===== config.mk =====
export PLATFORM = sky130hd
export DESIGN_NAME = register_32bit
export DESIGN_NICKNAME = d
export VERILOG_FILES = /design/src/rtl/register_32bit.sv
export SDC_FILE = /design/constraint.sdc
export NUM_CORES = 1
export LEC_CHECK = 0
export ABC_AREA = 1
export ABC_CLOCK_PERIOD_IN_PS = 1400
export BUFFER_PORTS_ARGS = -buffer_cell sky130_fd_sc_hd__buf_2
export CAP_MARGIN = 25
export CORE_MARGIN = 2
export CORE_UTILIZATION = 47
export CTS_BUF_LIST = sky130_fd_sc_hd__clkbuf_16
export DETAILED_ROUTE_END_ITERATION = 8
export GPL_ROUTABILITY_DRIVEN = 0
export GPL_TIMING_DRIVEN = 0
export PLACE_DENSITY = 0.83
export SLEW_MARGIN = 30
export SYNTH_ARGS = -nofsm -noshare
export SYNTH_HDL_FRONTEND = slang
export SYNTH_SLANG_ARGS = --single-unit

===== constraint.sdc =====
create_clock -name clk_i -period 1.4 [get_ports clk_i]
set_clock_uncertainty 0.1 [all_clocks]
set_input_delay 0.28 -clock clk_i [delete_from_list [all_inputs] [get_ports clk_i]]
set_output_delay 0.28 -clock clk_i [all_outputs]
set_load 0.05 [all_outputs]

===== src/rtl/register_32bit.sv =====
// General-purpose WIDTH-bit storage register with a synchronous write enable
// and an asynchronous active-low clear; q_o is driven straight from the flops.
module register_32bit #(
    parameter int               WIDTH   = 32,
    parameter logic [WIDTH-1:0] RST_VAL = '0
) (
    input  logic             clk_i,
    input  logic             nrst_i,
    input  logic             en_i,
    input  logic [WIDTH-1:0] d_i,
    output logic [WIDTH-1:0] q_o
);

    logic [WIDTH-1:0] q;

    // Clear wins over write; with en_i low d_i is never looked at, so X/Z there cannot leak in.
    always_ff @(posedge clk_i or negedge nrst_i) begin
        if (!nrst_i) begin
            q <= RST_VAL;
        end else if (en_i) begin
            q <= d_i;
        end
    end

    assign q_o = q;

endmodule


==> results of run 1 <==
## per-stage QoR
stage / utilization (%) / cell area (um2) / instances
after detailed placement: 61.7 / 1660 / 232
after CTS: 66.7 / 1790 / 238
after global placement: 61.7 / 1660 / 232
after floorplan: - / 1290 / 136
final: 66.7 / 1790 / 238
after global routing: 66.7 / 1790 / 238
## final timing paths
check | endpoint | cells after the start | from | slack [ps]
setup / recovery | q_o[6] | 1 | q_o[6] | 90
hold / removal | q_o[23] | 3 | d_i[23] | 110
setup reg to reg | q_o[5] | 2 | q_o[5] | 680
hold reg to reg | q_o[16] | 2 | q_o[16] | 360
max in group asynchronous | q_o[15] | 2 | nrst_i | 280
min in group asynchronous | q_o[6] | 2 | nrst_i | 480
## final cells by class
cell class | instances | area [um2]
buffer | 7 | 95.1
fill | 260 | 895
clock buffer | 5 | 125
timing repair buffer | 66 | 335
inverter | 1 | 11.3
multi-input combinational | 96 | 385
sequential | 32 | 801
tap | 31 | 38.8
## worst register-to-register path, stage by stage (launching register included)
cell and delay [ps]:
dfrtp_1 390, nand2_2 70, nand2_1 40
## metal layers
layer  track usage [%]  up-vias  share of wire, %
met2              32.9       34                52
li1                  -      545                 -
met5                 0        -                 0
met4              7.14        0              0.38
met1              20.4      472                42
met3              7.14        2               4.7
## power groups by stage
stage / Combinational (W) / Clock (W) / Sequential (W)
6_report: 0.000591 / 0.000931 / 0.00106
5_1_grt: 0.000632 / 0.00102 / 0.00107
4_1_cts: 0.000598 / 0.000964 / 0.00106
3_5_place_dp: 0.000595 / 0 / 0.00107
3_3_place_gp: 0.000588 / 0 / 0.00107
2_1_floorplan: 0.000125 / 0 / 0.00136
## placed cells by master (no fill, tap or decap)
cell type and instances:
nand2_1 86, buf_2 65, dfrtp_1 32, nand2_2 10, clkbuf_16 5, buf_6 3
clkbuf_8 3, inv_8 1, buf_12 1, dlygate4sd3_1 1
## cell families (layout without fill, tap and decap cells)
family / count (synthesis) / after routing / share of synthesized area, %
flops: 32 / 32 / 62.0
buf+inv: 8 / 79 / 8.23
simple gates: 96 / 96 / 29.8
## cells in the mapped netlist (all sizes together)
| cell | instances | area (um2) |
|---|---|---|
| inv | 1 | 11.3 |
| dfrtp | 32 | 801 |
| clkbuf | 3 | 41.3 |
| nand2 | 96 | 385 |
| buf | 4 | 53.8 |
## timing repair
item                                   in CTS  in global routing
hold buffers                                1                  0
endpoints found under the hold margin      32                  0
setup buffers                               0                  0
==> results.cfg, run 1 <==
[setup_path]
crit_path_max_fanout = 2
crit_chain = buf_2
crit_type = flip-flop to primary output
end_kind = primary output
worst_path_max_delay_cell = dfrtp_1
setup.worst_path.start_class = flip-flop
cp_top_family = flip-flops
cp_data_arrival_time_ps = 930
critical_path_buf_inv_count = 1
critPathRequiredTime_ps = 1020
max_stage_delay_ps = 370

[logic_synthesis]
syn-num-nets = 171
yosysWarningCount = 0
syn_area_per_cell_um2 = 9.50
synth_area_mm2 = 0.00129
ys_seq_area_share_pct = 62.0
ys_types = 7
syn-instance-count = 136
synth_seq_cells = 32

[grt]
grt_antenna_before_repair = 0
grt_max_degree = 33
grt_pass1_wl_um = 4490
gr-total-overflow = 0
grt_use_total_pct = 18.8
grt_pass1_vias = 1072

[timing]
rsz0062_at_grt = false
timing.hold.ws_ps = 112
fin_ws_ps = 91.7
setup_viol = 0
fin_setup_tns_ps = 0
slew_headroom_pct = 55.3
worst_pin_slew_ps = 670
hold_viol_final = 0
min_period_over_period_pct = 93.5
period_needed_ps = 1310
fmax_ghz = 0.764
slew_violations = 0

[route]
drtAntennaViolNets = 0
drc_errors = 0
wl_per_cell_um = 11.1
drt_first_pass_iters = 4
drt_iter0_markers = 40
vias = 1053
wl_um = 2640
vias_per_cell = 4.42

[power_and_ir_drop]
irDropWorstVdd_uv = 1210
clkPwrFrac_pct = 36.1
seq_power_share_pct = 41.0
power_density_mw_per_mm2 = 1440
p_leak_nw = 1.06
total_power_w = 0.00258
p_comb_share_pct = 22.9
netSwitchingFraction_pct = 30.7
intPower_w = 0.00179
p_sw_w = 0.000791

[die]
die_w_um = 56.4
core-area_mm2 = 0.00269
die_area_mm2 = 0.00319
initial_utilization_pct = 48.1
die_h_um = 56.4
rows = 19
io_pins = 67

[placed_design]
numPortBuffers = 65
pre_cts_slack_ps = 391
dp_hpwl_um = 1930

[clock_network]
cts_tree = built
cts_num_sinks = 32
clockBufferDepth = 2
cts_htree_levels = 2
root_buffer = clkbuf_16
clk_pin_slew_ps = 40
cts_buffers = 5
cts_resized = 0
worstSkewPairLatency_ps = 260

[layout]
synthToLayoutAreaGrowth_pct = 38.6
nets = 244
largest_reg_flops = 32
drive_gt1_share_pct = 42.5
num_antenna_cells = 0

[status]
status = finished clean

[flow_run]
drv_cap = 0

[hold_path]
hp-class = input pin to flip-flop
No activity file was read; power rests on OpenSTA's default activity.
==> run 2, diff against run 1 <==
Settings changed: SETUP_SLACK_MARGIN from default to 0.4.
==> results.cfg, run 2 (same netlist as run 1, synthesis figures left out) <==
[setup_path]
crit_path_max_fanout = 2
crit_chain = buf_6
cp_data_arrival_time_ps = 830
setup.worst_path.start_class = flip-flop
max_stage_delay_ps = 400
crit_type = flip-flop to primary output
cp_top_family = flip-flops
end_kind = primary output
critical_path_buf_inv_count = 1
worst_path_max_delay_cell = dfrtp_1
critPathRequiredTime_ps = 1020

[timing]
rsz0062_at_grt = true
fin_setup_tns_ps = 0
hold_viol_final = 32
worst_pin_slew_ps = 688
period_needed_ps = 1210
timing.hold.ws_ps = -40.1
slew_headroom_pct = 54.1
slew_violations = 0
min_period_over_period_pct = 86.3
setup_viol = 0
fmax_ghz = 0.828

[layout]
layout_common_cells = nand2_1 (86), buf_6 (35), buf_2 (33), dfrtp_1 (32), buf_4 (21)
largest_reg_flops = 32
num_antenna_cells = 0
drive_gt1_share_pct = 48.0
layout_commonest_cell = nand2_1
nets = 264
multi_input_area_um2 = 385
synthToLayoutAreaGrowth_pct = 65.5
seq_area_um2 = 801
fill_cells = 196

[clock_network]
worstSkewPairLatency_ps = 260
cts_num_sinks = 32
clk_pin_slew_ps = 50
root_buffer = clkbuf_16
cts_buffers = 5
clockBufferDepth = 2
cts_htree_levels = 2
cts_tree = built

[die]
die_h_um = 56.4
io_pins = 67
initial_utilization_pct = 48.1
core-area_mm2 = 0.00269
die_w_um = 56.4
die_area_mm2 = 0.00319
rows = 19

[flow_run]
drv_cap = 0

[grt]
grt_antenna_before_repair = 0
grt_pass1_vias = 1158
grt_pass1_wl_um = 4910
grt_use_total_pct = 20.7
grt_max_degree = 33
gr-total-overflow = 0

[status]
violations = hold timing
status = finished with violations

[route]
drc_errors = 0
drt_first_pass_iters = 4
vias_per_cell = 4.39
vias = 1133
wl_um = 3000
drt_iter0_markers = 33
drtAntennaViolNets = 0
wl_per_cell_um = 11.6

[power_and_ir_drop]
p_sw_w = 0.000833
irDropWorstVdd_uv = 1200
total_power_w = 0.00278
netSwitchingFraction_pct = 29.9
p_comb_share_pct = 27.9
power_density_mw_per_mm2 = 1300
p_leak_nw = 1.22
intPower_w = 0.00195
seq_power_share_pct = 38.5
clkPwrFrac_pct = 33.5

[placed_design]
numPortBuffers = 65
dp_hpwl_um = 1930

[hold_path]
hp-class = input pin to async pin
## run 2: cell types whose count changed in the layout (fill, tap and decap cells not counted), sizes merged
cell,delta
buf,+21
dlygate4sd3,-1
## run 2: area by class of cell
class / count / share of cell area [%]
timing repair buffer: 86 / 31.9
inverter: 1 / 0.526
sequential: 32 / 37.4
clock buffer: 5 / 5.85
tap: 31 / 1.81
buffer: 7 / 4.44
multi-input combinational: 96 / 18.0
## run 2: per-stage QoR
| stage | setup WS, ps | cells | util [%] | instance area, um2 |
|---|---|---|---|---|
| floorplan | 407 | 136 | - | 1290 |
| global placement | 412 | 232 | 61.7 | 1660 |
| detailed placement | 391 | 232 | 61.7 | 1660 |
| CTS | 188 | 252 | 78.0 | 2090 |
| global route | 156 | 258 | 79.6 | 2140 |
| finish | 192 | 258 | 79.6 | 2140 |
## run 2: metal layers
metal,vias up,part of all wire [%],global-route usage [%]
li1,584,-,-
met1,509,39,21.8
met2,38,56,36.7
met3,2,5.3,8.29
met4,0,0.33,7.82
met5,-,0,0
## run 2: timing repair
item	CTS	global route
gates resized for setup	64	0
buffers inserted	15	6
endpoints found under the hold margin	32	0
pin swaps	0	0
setup endpoints to repair	32	32
## run 2: final timing paths
path	end	cells past startpoint	slack [ps]	from
hold / removal	q_o[6]	1	-40	nrst_i
hold reg to reg	q_o[16]	2	390	q_o[16]
max in group asynchronous	q_o[12]	1	800	nrst_i
setup reg to reg	q_o[19]	4	440	q_o[19]
setup / recovery	q_o[5]	1	190	q_o[5]
min in group clk_i	q_o[3]	3	110	d_i[3]
## run 2: power by group through the flow
stage	sequential (W)	clock [W]	combinational [W]
CTS	0.00107	0.000964	0.000756
finish	0.00107	0.000933	0.000777
global placement	0.00107	0	0.000588
global route	0.00108	0.00102	0.000822
floorplan	0.00136	0	0.000125
detailed placement	0.00107	0	0.000595
